===== src/rtl/logic_unit_pkg.sv =====
// Shared constants for the pipelined bitwise logic unit.
package logic_unit_pkg;

    localparam int unsigned OP_W = 3;

    localparam logic [OP_W-1:0] OP_AND  = 3'b000;
    localparam logic [OP_W-1:0] OP_OR   = 3'b001;
    localparam logic [OP_W-1:0] OP_XOR  = 3'b010;
    localparam logic [OP_W-1:0] OP_NOR  = 3'b011;
    localparam logic [OP_W-1:0] OP_NAND = 3'b100;
    localparam logic [OP_W-1:0] OP_XNOR = 3'b101;
    localparam logic [OP_W-1:0] OP_NOT  = 3'b110;
    localparam logic [OP_W-1:0] OP_PASS = 3'b111;

endpackage


===== src/rtl/logic_op_core.sv =====
// Combinational bitwise operation plus result flags (zero, all-ones, parity).
module logic_op_core
    import logic_unit_pkg::*;
#(
    parameter int unsigned WIDTH = 32
) (
    input  logic [WIDTH-1:0] x_i,
    input  logic [WIDTH-1:0] b_i,
    input  logic [OP_W-1:0]  op_i,
    output logic [WIDTH-1:0] y_o,
    output logic             zero_o,
    output logic             ones_o,
    output logic             parity_o
);

    always_comb begin
        y_o = x_i;
        unique case (op_i)
            OP_AND:  y_o = x_i & b_i;
            OP_OR:   y_o = x_i | b_i;
            OP_XOR:  y_o = x_i ^ b_i;
            OP_NOR:  y_o = ~(x_i | b_i);
            OP_NAND: y_o = ~(x_i & b_i);
            OP_XNOR: y_o = ~(x_i ^ b_i);
            OP_NOT:  y_o = ~x_i;
            OP_PASS: y_o = x_i;
        endcase
    end

    assign zero_o   = ~|y_o;
    assign ones_o   = &y_o;
    assign parity_o = ^y_o;

endmodule


===== src/rtl/logic_unit_pipe.sv =====
// Pipelined logic unit: accumulator-chained operand select, STAGES elastic stages,
// valid/ready handshake on both sides; flags travel alongside each result.
module logic_unit_pipe
    import logic_unit_pkg::*;
#(
    parameter int unsigned WIDTH  = 32,
    parameter int unsigned STAGES = 2
) (
    input  logic             clk,
    input  logic             rst_n,
    input  logic             in_valid_i,
    output logic             in_ready_o,
    input  logic [OP_W-1:0]  op_i,
    input  logic             acc_en_i,
    input  logic [WIDTH-1:0] a_i,
    input  logic [WIDTH-1:0] b_i,
    output logic             out_valid_o,
    input  logic             out_ready_i,
    output logic [WIDTH-1:0] y_o,
    output logic             zero_o,
    output logic             ones_o,
    output logic             parity_o
);

    // Stage payload: {zero, ones, parity, y}
    localparam int unsigned DW = WIDTH + 3;

    logic [WIDTH-1:0]  acc_q, acc_d;
    logic              init_q;
    logic [STAGES-1:0] vld_q, vld_d, adv;
    logic [STAGES:0]   load;
    logic [DW-1:0]     dat_q [STAGES];
    logic [DW-1:0]     dat_d [STAGES];

    logic [WIDTH-1:0] x, res_y;
    logic             res_zero, res_ones, res_parity;
    logic             accept;

    assign x = acc_en_i ? acc_q : a_i;

    logic_op_core #(
        .WIDTH (WIDTH)
    ) u_core (
        .x_i      (x),
        .b_i      (b_i),
        .op_i     (op_i),
        .y_o      (res_y),
        .zero_o   (res_zero),
        .ones_o   (res_ones),
        .parity_o (res_parity)
    );

    // load[i]: stage i may take new contents; resolved from the output backwards.
    always_comb begin
        load[STAGES] = out_ready_i;
        adv          = '0;
        for (int i = STAGES - 1; i >= 0; i--) begin
            adv[i]  = vld_q[i] && load[i+1];
            load[i] = !vld_q[i] || adv[i];
        end
    end

    // init_q keeps the unit from accepting until the first edge after reset release.
    assign in_ready_o = init_q && load[0];
    assign accept     = in_valid_i && in_ready_o;
    assign acc_d      = accept ? res_y : acc_q;

    always_comb begin
        vld_d = vld_q;
        for (int i = 0; i < STAGES; i++) begin
            dat_d[i] = dat_q[i];
        end
        if (load[0]) begin
            vld_d[0] = accept;
            if (accept) begin
                dat_d[0] = {res_zero, res_ones, res_parity, res_y};
            end
        end
        for (int i = 1; i < STAGES; i++) begin
            if (load[i]) begin
                vld_d[i] = vld_q[i-1];
                if (vld_q[i-1]) begin
                    dat_d[i] = dat_q[i-1];
                end
            end
        end
    end

    always_ff @(posedge clk or negedge rst_n) begin
        if (!rst_n) begin
            init_q <= 1'b0;
            acc_q  <= '0;
            vld_q  <= '0;
            for (int i = 0; i < STAGES; i++) begin
                dat_q[i] <= '0;
            end
        end else begin
            init_q <= 1'b1;
            acc_q  <= acc_d;
            vld_q  <= vld_d;
            for (int i = 0; i < STAGES; i++) begin
                dat_q[i] <= dat_d[i];
            end
        end
    end

    assign out_valid_o = vld_q[STAGES-1];
    assign y_o         = dat_q[STAGES-1][WIDTH-1:0];
    assign parity_o    = dat_q[STAGES-1][WIDTH];
    assign ones_o      = dat_q[STAGES-1][WIDTH+1];
    assign zero_o      = dat_q[STAGES-1][WIDTH+2];

endmodule


===== config.mk =====
export PLATFORM = sky130hd
export DESIGN_NAME = logic_unit_pipe
export DESIGN_NICKNAME = d
export VERILOG_FILES = /design/src/rtl/logic_unit_pkg.sv /design/src/rtl/logic_op_core.sv /design/src/rtl/logic_unit_pipe.sv
export SDC_FILE = /design/constraint.sdc
export NUM_CORES = 1
export LEC_CHECK = 0
export CAP_MARGIN = 20
export CORE_MARGIN = 10
export CORE_UTILIZATION = 52
export CTS_CLUSTER_DIAMETER = 150
export DETAILED_ROUTE_END_ITERATION = 16
export PLACE_DENSITY = 0.85
export SYNTH_ARGS = -nofsm -noshare
export SYNTH_HDL_FRONTEND = slang
export SYNTH_SLANG_ARGS = --single-unit

===== constraint.sdc =====
create_clock -name clk -period 2.35 [get_ports clk]
set_input_delay 0.235 -clock clk [delete_from_list [all_inputs] [get_ports clk]]
set_output_delay 0.235 -clock clk [all_outputs]
set_load 0.05 [all_outputs]

Word-level counts from Yosys, hierarchy flattened:

Index checks and enable logic that the tools add are counted.

* register bits after elaboration: 105
* bits of input ports: 72
* word-level logic and storage cells: 37

* eq/ne operators: 7
* muxes and demuxes: 2
* bitwise logic cells: 7
* reductions and logical operators: 15

Operators with widths (number)
* case mux 32 bit (8 select lines): 1
* inverter 32 bit: 4
* AND 32 bit: 1
* two-way mux 32 bit: 1
* bitwise OR 32 bit: 1
* AND reduction 32 bit: 1
* OR reduction 32 bit: 1
* parity 32 bit: 1
* XOR 32 bit: 1
* == test 3 bit (second input constant): 4
* == test 3 x 2 -> 1 bit (second input constant): 2
* logical AND 1 bit: 4
* AND reduction 2 bit: 2
* == test 3 x 1 -> 1 bit (second input constant): 1
* zero test 1 bit: 3
* zero test 3 bit: 1
* logical OR 1 bit: 2

Depth between registers and ports, before layout:

* word-level depth: 7
* gate-level depth with buffers: 16
* depth with buffers taken out: 14

Hierarchy:

From an unflattened synthesis, not the netlist that was laid out.

* cell total of the unflattened synthesis: 839
* area, all modules: 8693.3 µm²

By module, submodules not included
* logic_unit_pipe: instances 1, cells each 294, area an instance 4645.7 µm², seq. area each 2627.5 µm²
* logic_op_core: instances 1, cells each 545, area an instance 4047.6 µm², seq. area each 0.0 µm²

Least setup slack after synthesis:

Ideal clock, no wire load.

* path kind: input to register
* from: in acc_en_i
* to: reg dat_q[67] (netlist name)
* setup time: 0.139 ns
* data arrival time: 2.655 ns
* data required time: 2.211 ns
* path slack: -0.444 ns
* stages: 15
* path buffers: 2
* cells stage by stage: buf_6 buf_4 mux2i_1 ha_1 and2_1 o21ai_0 a32oi_1 nor2_1 inv_1 ha_1 xor2_1 xnor2_1 xnor2_1 xnor2_1 o21ai_0

* word-level cells in the longest chain between the ends: 5
* elaborated cells on any way between the ends: 10

Ends and longest elaborated chain
* start, declared: RTL line logic_unit_pipe.sv:14 `input logic acc_en_i,`
* two-way mux 32 bit (*): RTL line logic_unit_pipe.sv:39 `assign x = acc_en_i ? acc_q : a_i;`
* XOR 32 bit (tied with other cells): RTL line logic_op_core.sv:21, logic_op_core.sv:24
* inverter 32 bit, on equally long branches: RTL line logic_op_core.sv:24, logic_op_core.sv:22, logic_op_core.sv:23
* case mux 32 bit (8 select lines) (*): RTL line logic_op_core.sv:18 `unique case (op_i)`
* net res_y[10]: RTL line logic_unit_pipe.sv:35 `logic [WIDTH-1:0] x, res_y;`
* parity 32 bit (*): RTL line logic_op_core.sv:32 `assign parity_o = ^y_o;`
* end signal, assigned by index: RTL line logic_unit_pipe.sv:102 `dat_q[i] <= dat_d[i];`
* end, declared: RTL line logic_unit_pipe.sv:32 `logic [DW-1:0] dat_q [STAGES];`

Mark *: on every way through the listed nets, which the timed path passes. The rest lies on a longest branch.
A chain may end at the register's enable or synchronous reset.

Worst setup path in the final report:

* from: reg acc_q[12]
* to: reg dat_q[67] (netlist name)

* word-level cells in the longest chain between the ends: 5
* elaborated cells on any way between the ends: 10

Ends and longest elaborated chain
* start, declared: RTL line logic_unit_pipe.sv:28 `logic [WIDTH-1:0] acc_q, acc_d;`
* start signal, assigned: RTL line logic_unit_pipe.sv:92 `acc_q <= '0;`
* start signal, assigned: RTL line logic_unit_pipe.sv:99 `acc_q <= acc_d;`
* two-way mux 32 bit (*): RTL line logic_unit_pipe.sv:39
* XOR 32 bit (tied with other cells): RTL line logic_op_core.sv:21, logic_op_core.sv:24
* inverter 32 bit, on equally long branches: RTL line logic_op_core.sv:24, logic_op_core.sv:22, logic_op_core.sv:23
* case mux 32 bit (8 select lines) (*): RTL line logic_op_core.sv:18
* parity 32 bit (*): RTL line logic_op_core.sv:32

Every way passes the cells marked *; elsewhere a longest branch is shown, timed or not.

==> results.py <==
metrics = {
    "sta": {
        "fmax_mhz": 313.6,
        "setup_slack_ns": -0.8384,
        "maxSlewViolCount": 0,
        "worst_pin_slew_ns": 0.8965,
        "finalHoldViolCount": 0,
        "finalCritPeriodShare": 1.357,
        "fin_skew_ns": 0.01402,
        "slew_headroom": 0.3960,
        "rsz0062_at_grt": "yes",
        "setup_viol": 6,
        "period_needed_ns": 3.188,
    },
    "synthesis": {
        "synth_nets": 1086,
        "syn_area_um2": 8573,
        "synth_compound_area_frac": 0.1525,
        "ys_ff_latch": 105,
        "synth_cell_type_count": 46,
        "yosys_warnings": 0,
        "synth_edf_count": 0,
        "ys_seq_area_frac": 0.3065,
        "synth-simple-area-share": 0.1297,
        "synth_top_cell_by_area": "dfrtp_1",
        "postSynthAreaPerCell_um2": 9.339,
        "synthXorXnorAreaFrac": 0.01839,
        "syn_inst": 918,
        "postSynth.topFlopCell": "dfrtp_1",
        "synthAdderAreaFrac": 0.1401,
        "synth_top_cell_area_share": 0.3065,
        "async_flop_share": 1.000,
        "synth.area.mux_share": 0.1451,
        "synth_top_family_by_area": "compound AO/OA/AOI/OAI gates",
        "synth_area_leaders": "dfrtp_1 31%, ha_1 14%, mux2_2 11%",
    },
    "power_and_ir_drop": {
        "power_mw": 10.06,
        "p_leak_nw": 5.541,
        "ir_worst_vdd_uv": 553.5,
        "powerDensity_nw_per_um2": 822.4,
    },
    "finish": {
        "final_cell_mix": "190 x buf_4, 104 x dfrtp_1, 102 x clkdlybuf4s50_1",
        "fillCellCount": 986,
        "final_nets": 1313,
        "layout_commonest_cell": "buf_4",
        "drive_gt1_frac": 0.3890,
        "syn_to_final_growth_pct": 42.69,
    },
    "floorplanning": {
        "num_io_pins": 109,
        "start_util": 0.5358,
        "dieArea_um2": 22020,
        "rows": 46,
        "die_h_um": 148.4,
        "core_um2": 16000,
        "die_w_um": 148.4,
    },
    "global_route": {
        "overflow": 0,
        "grt_first_pass_wirelength_mm": 43.08,
        "antenna_found_initial": 3,
        "grt_usage": 0.2427,
        "grt_pass1_vias": 8176,
        "grt_max_degree": 52,
    },
    "setup_path": {
        "worstPathRequired_ns": 2.58,
        "path_max_fanout": 3,
        "worst-setup-path-type": "flip-flop to flip-flop",
        "crit_path_end_kind": "flip-flop",
        "cp.arrival_ns": 3.42,
        "cp-start-kind": "flip-flop",
    },
    "clock_tree": {
        "clkSinkCount": 105,
        "clock_path_buffers": 2,
        "numCtsBuffers": 9,
        "clock_latency_ns": 0.36,
        "cts_root_buf": "clkbuf_16",
        "htree_levels": 3,
        "clkTransAtPathRegs_ns": 0.07,
        "tritoncts": "yes",
    },
    "placement": {
        "portBuffers": 108,
        "dpl.hpwl_mm": 18.85,
        "dp_slack_ns": -0.7120,
        "gp_congestion": 0.9046,
    },
    "detailed_routing": {
        "wl_mm": 32.32,
        "drc": 0,
        "firstDrtPassIters": 8,
        "vias_per_cell": 6.197,
        "antenna_left": 0,
        "detail_route.wl_per_cell_um": 23.66,
        "detail_route.iter0.violations": 1210,
        "dr_total_vias": 8465,
    },
    "min_path": {
        "hp-class": "primary input to asynchronous set/reset pin",
    },
    "run": {
        "cap_violations": 0,
    },
    "status": {
        "violations": "setup timing",
        "status": "finished with violations",
    },
}
## layout make-up
type	instances	area, um2	share of cell area
Clock inverter	5	63.81	0.005216
Sequential cell	105	2629	0.2149
Multi-Input combinational cell	624	5948	0.4862
Clock buffer	10	239.0	0.01954
Inverter	96	365.4	0.02987
Antenna cell	1	2.502	0.0002046
Timing Repair Buffer	309	2715	0.2219
Tap cell	216	270.3	0.02209
## logic make-up after synthesis
family,count (synthesis)
simple gates,209
buf+inv,189
mux,113
xor+xnor,18
other cells,1
compound gates,187
flops,105
fa+ha+maj,96
## stage by stage
step | utilization | hold slack [ns] | cell area, um2 | std cells | TNS, ns
2_1_floorplan | - | -0.06059 | 8884 | 918 | -0.7147
3_3_place_gp | 0.6897 | 0.2979 | 11040 | 1320 | -1.835
3_5_place_dp | 0.6897 | 0.2987 | 11040 | 1320 | -1.955
4_1_cts | 0.7396 | 0.4727 | 11830 | 1357 | -0.7210
5_1_grt | 0.7644 | 0.5135 | 12230 | 1365 | -3.482
6_report | 0.7645 | 0.4587 | 12230 | 1366 | -2.625
## synth_stat cells (3+ instances only)
cell type,number
and2_1,23
buf_2,21
a22oi_1,3
clkbuf_1,25
o21ai_1,6
nor3_1,16
buf_4,41
o221ai_1,7
o2bb2ai_1,6
o22a_1,7
o21ai_0,56
o22ai_1,4
a21o_1,16
a2bb2oi_1,20
nor3b_1,16
nor2b_1,19
or2_2,17
o32ai_2,5
a32oi_1,16
a21oi_1,30
o32a_1,7
dfrtp_1,105
ha_1,96
xnor2_1,16
inv_1,96
nor2_1,24
nand2b_1,19
mux2i_2,3
nand4_1,8
mux2i_1,29
nand2_1,58
buf_6,4
mux2_2,81
## where the power goes
part | internal, mW | switching, mW
clock | 0.857 | 0.708
sequential | 2.38 | 0.434
combinational | 2.63 | 3.05
total | 5.87 | 4.20
## path summary, 6_finish.rpt
path | cells past startpoint | slack, ns | endpoint | startpoint
min in group clk | 2 | 0.48 | dat_q[68] | dat_q[68]
max in group asynchronous | 3 | 1.16 | acc_q[23] | rst_n
hold reg to reg | 2 | 0.48 | dat_q[68] | dat_q[68]
setup reg to reg | 12 | -0.84 | dat_q[67] | acc_q[12]
hold / removal | 2 | 0.46 | y_o[22] | rst_n
setup / recovery | 12 | -0.84 | dat_q[67] | acc_q[12]
## worst max-delay path, cell delays in order, from the launching register on
cell,delay [ns]
dfrtp_1,0.46
mux2i_4,0.20
ha_1,0.20
xnor2_1,0.14
a22oi_1,0.11
o22ai_1,0.52
o22ai_2,0.25
ha_1,0.37
xnor2_1,0.21
xnor2_1,0.17
xnor2_1,0.16
xnor2_1,0.15
o21ai_1,0.11
## layer usage
metal  up-vias  GRT usage  wire, um
met1      4022     0.2736     11720
li1       3588          -         -
met5         -          0        35
met4         4     0.1383      2067
met3       213    0.05522      3123
met2       638     0.4143     15370
## state kept, by name, summed over array words and instances (netlist names)
signal / cells
dat_q: 35
acc_q: 32
y_o: 32
vld_q: 2
init_q: 1
ones_o: 1
parity_o: 1
zero_o: 1
## repair_timing
item | 4_1_cts | 5_1_grt
gates cloned | 0 | 0
setup endpoints to repair | 3 | 3
pin swaps | 66 | 35
endpoints found under the hold margin | 47 | 0
setup buffers | 21 | 11
resized for setup | 56 | 62
hold buffers | 1 | 0
(Power assumes the default switching activity.)
